--- src/rtl/heart_ctrl_pkg.sv ---
// Shared constants for the fight-phase heart controller and the bullet generator.
package heart_ctrl_pkg;

    localparam logic [7:0] KEY_W = 8'h77;
    localparam logic [7:0] KEY_A = 8'h61;
    localparam logic [7:0] KEY_S = 8'h73;
    localparam logic [7:0] KEY_D = 8'h64;

    localparam logic [1:0] COL_WHITE = 2'd0;
    localparam logic [1:0] COL_GREEN = 2'd1;
    localparam logic [1:0] COL_BLUE  = 2'd2;
    localparam logic [1:0] COL_NONE  = 2'd3;

    localparam logic [1:0] ST_OFF   = 2'd0;
    localparam logic [1:0] ST_WAIT  = 2'd1;
    localparam logic [1:0] ST_MOVE  = 2'd2;
    localparam logic [1:0] ST_CHECK = 2'd3;

    // Pending-move bit positions
    localparam int P_U = 3;
    localparam int P_D = 2;
    localparam int P_L = 1;
    localparam int P_R = 0;

    localparam logic [7:0] MIN_POS = 8'd8;
    localparam logic [7:0] MAX_POS = 8'd192;

    // |a - b| for 8-bit box coordinates, using a 9-bit two's-complement difference
    function automatic logic [8:0] abs_diff(input logic [7:0] a, input logic [7:0] b);
        logic [8:0] d;
        d = {1'b0, a} - {1'b0, b};
        if (d[8]) begin
            return 9'd0 - d;
        end else begin
            return d;
        end
    endfunction

endpackage

--- src/rtl/heart_ctrl_axis_step_clamp.sv ---
// One axis of heart motion: step by +/-STEP, clamp to the play box, flag a change.
module axis_step_clamp
    import heart_ctrl_pkg::*;
#(
    parameter logic [7:0] LO   = MIN_POS,
    parameter logic [7:0] HI   = MAX_POS,
    parameter logic [7:0] STEP = 8'd4
) (
    input  logic [7:0] pos_i,
    input  logic       inc_i,
    input  logic       dec_i,
    output logic [7:0] next_pos_o,
    output logic       changed_o
);

    logic [9:0] raw_s;

    // Widened step so that neither end of the box can wrap before clamping
    always_comb begin
        raw_s = {2'b00, pos_i};
        if (inc_i && !dec_i) begin
            raw_s = {2'b00, pos_i} + {2'b00, STEP};
        end else if (dec_i && !inc_i) begin
            raw_s = {2'b00, pos_i} - {2'b00, STEP};
        end else begin
            raw_s = {2'b00, pos_i};
        end

        if (raw_s[9]) begin
            next_pos_o = LO;
        end else if (raw_s < {2'b00, LO}) begin
            next_pos_o = LO;
        end else if (raw_s > {2'b00, HI}) begin
            next_pos_o = HI;
        end else begin
            next_pos_o = raw_s[7:0];
        end
    end

    assign changed_o = (next_pos_o != pos_i);

endmodule

--- src/rtl/heart_ctrl.sv ---
// Player heart controller for the fight phase: frame-paced movement inside the
// play box, bullet collision, damage/heal pulses and invulnerability window.
module heart_ctrl
    import heart_ctrl_pkg::*;
#(
    parameter logic [7:0] START_X   = 8'd100,
    parameter logic [7:0] START_Y   = 8'd100,
    parameter logic [7:0] STEP      = 8'd4,
    parameter logic [7:0] HIT_HALF  = 8'd16,
    parameter logic [7:0] BLUE_HALF = 8'd58,
    parameter int         IFRAMES   = 60
) (
    input  logic        clk,
    input  logic        reset,
    input  logic        vsync,
    input  logic        enable,
    input  logic        key_valid,
    input  logic [7:0]  key_code,
    output logic        key_ready,
    input  logic        bullet_active,
    input  logic [15:0] bullet_pos,
    input  logic [1:0]  bullet_color,
    output logic [15:0] player_pos,
    output logic        frame_tick,
    output logic        hit,
    output logic        heal,
    output logic        invuln
);

    localparam int               CNT_W    = $clog2(IFRAMES + 1);
    localparam logic [CNT_W-1:0] CNT_LOAD = CNT_W'(IFRAMES);
    localparam logic [CNT_W-1:0] CNT_ONE  = CNT_W'(1);
    localparam logic [CNT_W-1:0] CNT_ZERO = {CNT_W{1'b0}};

    logic [2:0]       vs_q;
    logic             frame_tick_q;
    logic [1:0]       state_q, state_d;
    logic [3:0]       pend_q, pend_d;
    logic [15:0]      pos_q, pos_d;
    logic             moved_q, moved_d;
    logic [CNT_W-1:0] cnt_q, cnt_d;
    logic             key_ready_q;
    logic             hit_q, hit_d;
    logic             heal_q, heal_d;
    logic             invuln_q;

    logic [7:0] x_nxt_s, y_nxt_s;
    logic       x_chg_s, y_chg_s;
    logic [8:0] dx_s, dy_s;
    logic [7:0] half_s;
    logic       overlap_s, hit_c_s, heal_c_s;

    axis_step_clamp #(.LO(MIN_POS), .HI(MAX_POS), .STEP(STEP)) u_x (
        .pos_i      (pos_q[15:8]),
        .inc_i      (pend_q[P_R]),
        .dec_i      (pend_q[P_L]),
        .next_pos_o (x_nxt_s),
        .changed_o  (x_chg_s)
    );

    axis_step_clamp #(.LO(MIN_POS), .HI(MAX_POS), .STEP(STEP)) u_y (
        .pos_i      (pos_q[7:0]),
        .inc_i      (pend_q[P_D]),
        .dec_i      (pend_q[P_U]),
        .next_pos_o (y_nxt_s),
        .changed_o  (y_chg_s)
    );

    // Collision test of the already-updated heart position against the bullet
    always_comb begin
        dx_s = abs_diff(pos_q[15:8], bullet_pos[15:8]);
        dy_s = abs_diff(pos_q[7:0], bullet_pos[7:0]);
        if (bullet_color == COL_BLUE) begin
            half_s = BLUE_HALF;
        end else begin
            half_s = HIT_HALF;
        end
        overlap_s = bullet_active && (dx_s <= {1'b0, half_s}) && (dy_s <= {1'b0, half_s});
        hit_c_s  = 1'b0;
        heal_c_s = 1'b0;
        case (bullet_color)
            COL_WHITE: hit_c_s  = overlap_s && (cnt_q == CNT_ZERO);
            COL_GREEN: heal_c_s = overlap_s;
            COL_BLUE:  hit_c_s  = overlap_s && moved_q && (cnt_q == CNT_ZERO);
            default: begin
                hit_c_s  = 1'b0;
                heal_c_s = 1'b0;
            end
        endcase
    end

    // Next-state logic: key capture, frame FSM and invulnerability countdown
    always_comb begin
        state_d = state_q;
        pend_d  = pend_q;
        pos_d   = pos_q;
        moved_d = moved_q;
        hit_d   = 1'b0;
        heal_d  = 1'b0;

        if (frame_tick_q && (cnt_q != CNT_ZERO)) begin
            cnt_d = cnt_q - CNT_ONE;
        end else begin
            cnt_d = cnt_q;
        end

        if (key_valid && key_ready_q) begin
            case (key_code)
                KEY_W:   pend_d[P_U] = 1'b1;
                KEY_S:   pend_d[P_D] = 1'b1;
                KEY_A:   pend_d[P_L] = 1'b1;
                KEY_D:   pend_d[P_R] = 1'b1;
                default: pend_d = pend_q;
            endcase
        end else begin
            pend_d = pend_q;
        end

        case (state_q)
            ST_OFF:  state_d = ST_WAIT;
            ST_WAIT: begin
                if (frame_tick_q) begin
                    state_d = ST_MOVE;
                end else begin
                    state_d = ST_WAIT;
                end
            end
            ST_MOVE: begin
                pos_d   = {x_nxt_s, y_nxt_s};
                moved_d = x_chg_s || y_chg_s;
                pend_d  = 4'b0000;
                state_d = ST_CHECK;
            end
            ST_CHECK: begin
                hit_d  = hit_c_s;
                heal_d = heal_c_s;
                if (hit_c_s) begin
                    cnt_d = CNT_LOAD;
                end else begin
                    cnt_d = cnt_d;
                end
                state_d = ST_WAIT;
            end
            default: state_d = ST_OFF;
        endcase

        // Leaving the fight phase discards everything, including a pulse in flight
        if (!enable) begin
            state_d = ST_OFF;
            pend_d  = 4'b0000;
            pos_d   = {START_X, START_Y};
            moved_d = 1'b0;
            cnt_d   = CNT_ZERO;
            hit_d   = 1'b0;
            heal_d  = 1'b0;
        end else begin
            state_d = state_d;
        end
    end

    // State and registered outputs
    always_ff @(posedge clk or posedge reset) begin
        if (reset) begin
            vs_q         <= 3'b000;
            frame_tick_q <= 1'b0;
            state_q      <= ST_OFF;
            pend_q       <= 4'b0000;
            pos_q        <= {START_X, START_Y};
            moved_q      <= 1'b0;
            cnt_q        <= CNT_ZERO;
            key_ready_q  <= 1'b0;
            hit_q        <= 1'b0;
            heal_q       <= 1'b0;
            invuln_q     <= 1'b0;
        end else begin
            vs_q         <= {vs_q[1:0], vsync};
            frame_tick_q <= vs_q[1] & ~vs_q[2];
            state_q      <= state_d;
            pend_q       <= pend_d;
            pos_q        <= pos_d;
            moved_q      <= moved_d;
            cnt_q        <= cnt_d;
            key_ready_q  <= (state_d == ST_WAIT);
            hit_q        <= hit_d;
            heal_q       <= heal_d;
            invuln_q     <= (cnt_d != CNT_ZERO);
        end
    end

    assign key_ready  = key_ready_q;
    assign player_pos = pos_q;
    assign frame_tick = frame_tick_q;
    assign hit        = hit_q;
    assign heal       = heal_q;
    assign invuln     = invuln_q;

endmodule
--- config.mk ---
export PLATFORM = sky130hd
export DESIGN_NAME = heart_ctrl
export DESIGN_NICKNAME = d
export VERILOG_FILES = /design/src/rtl/heart_ctrl_pkg.sv /design/src/rtl/heart_ctrl_axis_step_clamp.sv /design/src/rtl/heart_ctrl.sv
export SDC_FILE = /design/constraint.sdc
export NUM_CORES = 1
export LEC_CHECK = 0
export ABC_AREA = 1
export CAP_MARGIN = 20
export CORE_ASPECT_RATIO = 1.25
export CORE_MARGIN = 2
export CORE_UTILIZATION = 57
export CTS_CLUSTER_DIAMETER = 60
export CTS_CLUSTER_SIZE = 20
export DETAILED_ROUTE_END_ITERATION = 8
export PLACE_DENSITY = 0.82
export SYNTH_ARGS = -nofsm -noshare
export SYNTH_HDL_FRONTEND = slang
export SYNTH_SLANG_ARGS = --single-unit
--- constraint.sdc ---
create_clock -name clk -period 6.4 [get_ports clk]
set_clock_uncertainty 0.05 [all_clocks]
set_input_delay 0.96 -clock clk [delete_from_list [all_inputs] [get_ports clk]]
set_output_delay 0.96 -clock clk [all_outputs]
set_load 0.02 [all_outputs]
==> results by group, run 1 <==
Critical path
  • CP required: 6530 ps
  • Startpoint Class: primary input
  • Setup slack, reg-to-reg: 3100 ps
  • Crit Path Max Fanout: 4
  • Critical path capture point type: flop
  • Worst path arrival time: 4010 ps
  • Crit Path Category: primary input to flop

Logic synthesis
  • Synth Area per Inst: 6.26 sq um
  • Count of state elements after synthesis: 37
  • Sequential-to-total area share from yosys stat: 0.233
  • Area share of the largest cell type after synthesis: 0.194
  • Post-synth top area cell: dfrtp_1
  • Cell variety after synth: 43
  • Syn. warnings: 0
  • Top post-synthesis cells by area: dfrtp_1, nand2_1, inv_1
  • Mapped Nets: 704
  • Mapped Cells: 640
  • Synth Cell Area: 4010 sq um

Layout
  • Fill cell count: 666
  • Commonest non-fill, non-tap cells in the layout: nand2_1, inv_1, nand3_1
  • Finished Cell Area: 4710 sq um
  • Area Growth Syn to Fin: 17.6%
  • Non-filler cells, final: 786
  • Commonest non-fill, non-tap cell in the layout: nand2_1
  • Final Util: 0.683
  • Inserted Diodes: 0
  • Nets: 759
  • Share of cells above drive strength 1: 0.0747

CTS
  • Post-CTS Setup Bufs: 0
  • Worst-Skew Late Latency: 290 ps
  • Worst-path clk slew: 70 ps
  • Post-CTS Hold Buffers: 0
  • Longest Clk Path Bufs: 2
  • Clock sinks: 37
  • Cts repair resizes: 0
  • H-tree levels: 2
  • CTS tree: built
  • Num CTS Buffers: 5
  • Root buf cell: clkbuf_8

Timing
  • Final hold vios: 0
  • Setup TNS: 0 ps
  • Worst-Margin Slew: 909 ps
  • Final Max Tran Viols: 0
  • Minimum clock period: 3890 ps
  • Fin Hold WS: 316 ps
  • Max_slew headroom: 0.392
  • RSZ-0062 raised after global routing: false
  • PnR worst setup slack: 2510 ps
  • Tcrit/Tclk final: 0.607
  • Number of setup violations in the final report: 0
  • Max frequency: 257 MHz

Power and ir drop
  • IR drop worst, VDD: 0.000250 V
  • Pwr Total: 0.723 mW
  • Leak: 2.62 nW
  • Power Density: 153 nW/um^2

Run
  • Max Cap Viol: 0

Routing
  • Final wirelength: 9730 um
  • Detailed Routing Iterations Pass 1: 4
  • DR vias: 4172
  • Vias/cell: 5.31
  • WL per Instance: 12.4 um
  • # DRC: 0
  • Antenna Violating Nets Remaining: 0
  • Detailed Route Iter0 Violations: 141

Die
  • Number of I/O pins: 53
  • DIE AREA: 7720 sq um
  • Core ar.: 6890 sq um
  • Initial Utilization: 0.581
  • Die X: 79.0 um
  • Standard-cell rows: 34
  • Die Y: 97.7 um

Placed design
  • Final HPWL DP: 8060 um
  • Dpl ws: 2220 ps
  • Inst Count DP: 778
  • Port buffer count: 52
  • Cell area after placement: 4620 sq um
  • Routability cong.: 0.953

GRT
  • GRT Total Usage: 0.260
  • Largest net degree at the start of global routing: 38
  • Vias in the first global route: 3925
  • Total congestion overflow: 0
  • Initial antenna violation count: 0
  • First-pass GRT wire length: 16500 um

Outcome
  • Outcome: finished clean

Worst hold path
  • HP Class: flop to flop
==> synthesized netlist by cell type, drive strengths merged <==
cell type  instances
nand2            195
a22oi              4
nor2              62
o21a               1
o21bai             1
nor4               3
o211ai             1
fa                 2
dfstp              6
nand4             12
or2                5
nor3b              1
ha                30
nor3              11
xor2              19
a21boi             1
a21oi             24
o22ai              3
dfrtp             31
nand3             74
clkinv             3
nand3b             6
buf                3
inv              112
a211oi             1
o21ai             27
clkbuf             2
==> sequential cells by signal, indices dropped and copies added, names as in the netlist <==
register and count:
pend_q 4, cnt_q 6, moved_q 1, invuln 1
player_pos 16, frame_tick 1, key_ready 1, vs_q 3
hit 1, heal 1, state_q 2
==> cells by family (layout without fill, tap and decap cells) <==
group                    after synthesis  after routing  share of synthesized area
AND/OR/NAND/NOR                      369            369                      0.416
buffers and inverters                120            176                      0.115
AO/OA/AOI/OAI                         63             63                     0.0912
flip-flops                            37             37                      0.233
adder cells (fa/ha/maj)               32             32                      0.104
XOR/XNOR                              19             19                     0.0415
==> path summary, 6_finish.rpt <==
check,start,endpoint,cells past startpoint
max in group asynchronous,reset,player_pos[6]$_DFFE_PP1N_,3
hold / removal,vs_q[0]$_DFF_PP0_,vs_q[1]$_DFF_PP0_,0
setup reg to reg,player_pos[0]$_DFFE_PP0N_,invuln$_DFF_PP0_,20
min in group asynchronous,reset,player_pos[15]$_DFFE_PP0N_,3
setup / recovery,bullet_pos[8],invuln$_DFF_PP0_,25
hold reg to reg,vs_q[0]$_DFF_PP0_,vs_q[1]$_DFF_PP0_,0
==> area by class of cell <==
cell class / instances / area (sq um) / area share
clock buffers: 8 / 90.1 / 0.0191
inverters: 115 / 434 / 0.0922
multi-input cells: 483 / 2610 / 0.554
flip-flops and latches: 37 / 933 / 0.198
well taps: 90 / 113 / 0.0239
repair buffers: 53 / 528 / 0.112
==> critical path: stages <==
cell	delay, ps
clkdlybuf4s50_1	410
ha_1	220
fa_1	410
inv_1	120
nand2_2	70
nand2_2	80
nand3_1	80
nand2_2	100
nand2_1	70
nor2_2	110
nor2_1	60
xor2_1	120
inv_1	60
ha_1	290
nand3_1	90
nand2_1	70
nand2_1	50
clkinv_1	50
nand3_2	80
nor2_1	90
nand4_1	120
nand2_1	110
nand2_1	50
nor2_1	80
nand2_1	60
==> routing by layer <==
layer	global-route usage	vias up	wire, um
met5	0	-	0
met1	0.327	1936	4410
li1	-	2158	-
met4	0.0769	0	165
met2	0.471	63	4970
met3	0.0204	15	192
==> report_power, final <==
part / internal (mW) / switching [mW] / total (mW) / leakage, nW
logic: 0.114 / 0.167 / 0.281 / 2.09
registers: 0.256 / 0.0202 / 0.276 / 0.481
clock network: 0.0878 / 0.0776 / 0.165 / 0.0455
total: 0.458 / 0.265 / 0.723 / 2.62
Power figures use the tool's default switching activity.
==> run 2, diff against run 1 <==
CORE_UTILIZATION = 51   (was 57)
PLACE_DENSITY = 0.78   (was 0.82)
clock period = 3.36 ns   (was 6.4 ns; I/O delays follow)
==> results by group, run 2 (synthesis gave the netlist of run 1 again) <==
CTS
  • Clock sinks: 37 (unchanged)
  • H-tree levels: 2 (unchanged)
  • Worst-Skew Late Latency: 290 ps (about the same)
  • Root buf cell: clkbuf_8
  • CTS tree: built
  • Num CTS Buffers: 5 (unchanged)
  • Worst-path clk slew: 70 ps (about the same)
  • Longest Clk Path Bufs: 2 (unchanged)
  • Post-CTS Hold Buffers: 0 (unchanged)

Timing
  • PnR worst setup slack: 74.5 ps (-2440 ps)
  • Setup TNS: 0 ps (unchanged)
  • Max_slew headroom: 0.524 (+0.132)
  • Tcrit/Tclk final: 0.978
  • Number of setup violations in the final report: 0 (unchanged)
  • Final Max Tran Viols: 0 (unchanged)
  • Final hold vios: 0 (unchanged)
  • Max frequency: 304 MHz
  • Minimum clock period: 3290 ps
  • Fin Hold WS: 306 ps (-9.72 ps)
  • RSZ-0062 raised after global routing: true
  • Worst-Margin Slew: 707 ps (-201 ps)

Routing
  • WL per Instance: 12.5 um (+1.0%)
  • # DRC: 0 (unchanged)
  • Vias/cell: 5.20 (-2.1%)
  • Antenna Violating Nets Remaining: 0 (unchanged)
  • DR vias: 4334 (+3.9%)
  • Final wirelength: 10400 um (+7.2%)
  • Detailed Route Iter0 Violations: 125 (-11%)
  • Detailed Routing Iterations Pass 1: 5 (+1)

Critical path
  • R2R Path End: invuln$_DFF_PP0_
  • Setup slack, reg-to-reg: 100 ps (-3000 ps)
  • FF-to-FF Start: player_pos[8]$_DFFE_PP0N_
  • Crit Path Category: primary input to flop
  • Startpoint Class: primary input
  • Critical path capture point type: flop
  • Worst path arrival time: 3420 ps (-590 ps)
  • Crit Path Max Fanout: 5 (+1)
  • Setup crit end: invuln$_DFF_PP0_
  • R2R cell count: 22 (+10%)
  • Critical path origin: bullet_pos[11]
  • CP required: 3490 ps (-3040 ps)

Placed design
  • Routability cong.: 0.929 (-2.5%)
  • Cell area after placement: 4870 sq um (+5.3%)
  • Final HPWL DP: 8290 um (+2.9%)
  • Inst Count DP: 815 (+4.8%)
  • Port buffer count: 52 (unchanged)
  • Dpl ws: -304 ps (-2520 ps)

GRT
  • First-pass GRT wire length: 16600 um (+0.79%)
  • Vias in the first global route: 3970 (+1.1%)
  • GRT Total Usage: 0.234 (-0.0259)
  • Total congestion overflow: 0 (unchanged)
  • Largest net degree at the start of global routing: 38 (unchanged)
  • Initial antenna violation count: 0 (unchanged)

Power and ir drop
  • Leak: 2.88 nW (+9.8%)
  • Pwr Total: 1.46 mW (+100%)
  • Pint: 0.909 mW (+99%)
  • Power Density: 277 nW/um^2 (+80%)
  • Sw frac: 0.375 (+0.00874)
  • Sequential power share: 0.360 (-0.022)
  • Clk pwr share: 0.204 (-0.025)
  • NetSw: 0.546 mW (+110%)
  • Combinational Power Share: 0.436 (+0.047)
  • IR drop worst, VDD: 0.000321 V (+28%)

Die
  • Core ar.: 7700 sq um (+12%)
  • DIE AREA: 8580 sq um (+11%)
  • Standard-cell rows: 36 (+5.9%)
  • Number of I/O pins: 53 (unchanged)
  • Initial Utilization: 0.520 (-0.0612)
  • Die X: 83.3 um (+5.4%)
  • Die Y: 103 um (+5.5%)

Layout
  • Final Util: 0.683 (about the same)
  • Inserted Diodes: 0 (unchanged)
  • Finished Cell Area: 5260 sq um (+12%)
  • Area Growth Syn to Fin: 31.4%
  • Commonest non-fill, non-tap cell in the layout: nand2_1
  • Nets: 802 (+5.7%)
  • Commonest non-fill, non-tap cells in the layout: nand2_1, inv_1, nand3_1
  • Non-filler cells, final: 834 (+6.1%)
  • Area of the multi-input gates: 2820 sq um (+8.1%)
  • Storage element area: 933 sq um (unchanged)
  • Share of cells above drive strength 1: 0.185 (+0.111)
  • Fill cell count: 643 (-3.5%)
  • Largest register FFs: 16 (unchanged)

Run
  • Max Cap Viol: 0 (unchanged)

Worst hold path
  • HP Class: flop to flop

Outcome
  • Outcome: finished clean
## run 2: worst min path at each step
stage                            startpoint                end  slack [ps]  depth (start not counted)
after detailed placement  vs_q[0]$_DFF_PP0_  vs_q[1]$_DFF_PP0_         290                          0
after floorplan           vs_q[0]$_DFF_PP0_  vs_q[1]$_DFF_PP0_         280                          0
final                     vs_q[0]$_DFF_PP0_  vs_q[1]$_DFF_PP0_         310                          0
after global routing      vs_q[0]$_DFF_PP0_  vs_q[1]$_DFF_PP0_         320                          0
after global placement    vs_q[0]$_DFF_PP0_  vs_q[1]$_DFF_PP0_         290                          0
after CTS                 vs_q[0]$_DFF_PP0_  vs_q[1]$_DFF_PP0_         310                          0
## run 2: critical path, stage by stage
cell and delay [ps]:
clkdlybuf4s50_1 480, inv_2 50, ha_4 240, buf_6 130, a21oi_2 120, nand3_1 110
nand2_2 100, nand2_2 70, nor2_4 120, nor2_2 50, xor2_1 140, inv_1 80
ha_4 260, nand3_1 70, nand2_1 60, nand2_1 40, clkinv_1 50, nand3_2 100
nor2_1 130, nand4_1 140, nand2_1 140, nand2_1 60, nor2_1 120, nand2_1 60
## run 2: repair_timing
action                     in CTS  in global routing
hold endpoints to repair        0                  0
setup buffers                   0                 11
gates resized for setup         0                 57
setup endpoints to repair       0                  9
## run 2: power groups by stage
stage,registers (mW),clock network [mW],logic (mW)
6_report,0.524,0.297,0.634
5_1_grt,0.531,0.323,0.716
4_1_cts,0.523,0.305,0.566
3_5_place_dp,0.529,0,0.565
3_3_place_gp,0.531,0,0.541
2_1_floorplan,0.529,0,0.383
## run 2: metal layers
| layer | track usage | wire [um] |
|---|---|---|
| met1 | 0.281 | 4490 |
| met2 | 0.444 | 5470 |
| met5 | 0 | 0 |
| met4 | 0.0769 | 180 |
| met3 | 0.0208 | 298 |
## run 2: cell type report
cell class	count	share of cell area
multi-input cells	483	0.536
clock inverters	2	0.00190
repair buffers	96	0.165
well taps	95	0.0226
inverters	115	0.0830
flip-flops and latches	37	0.177
clock buffers	6	0.0138
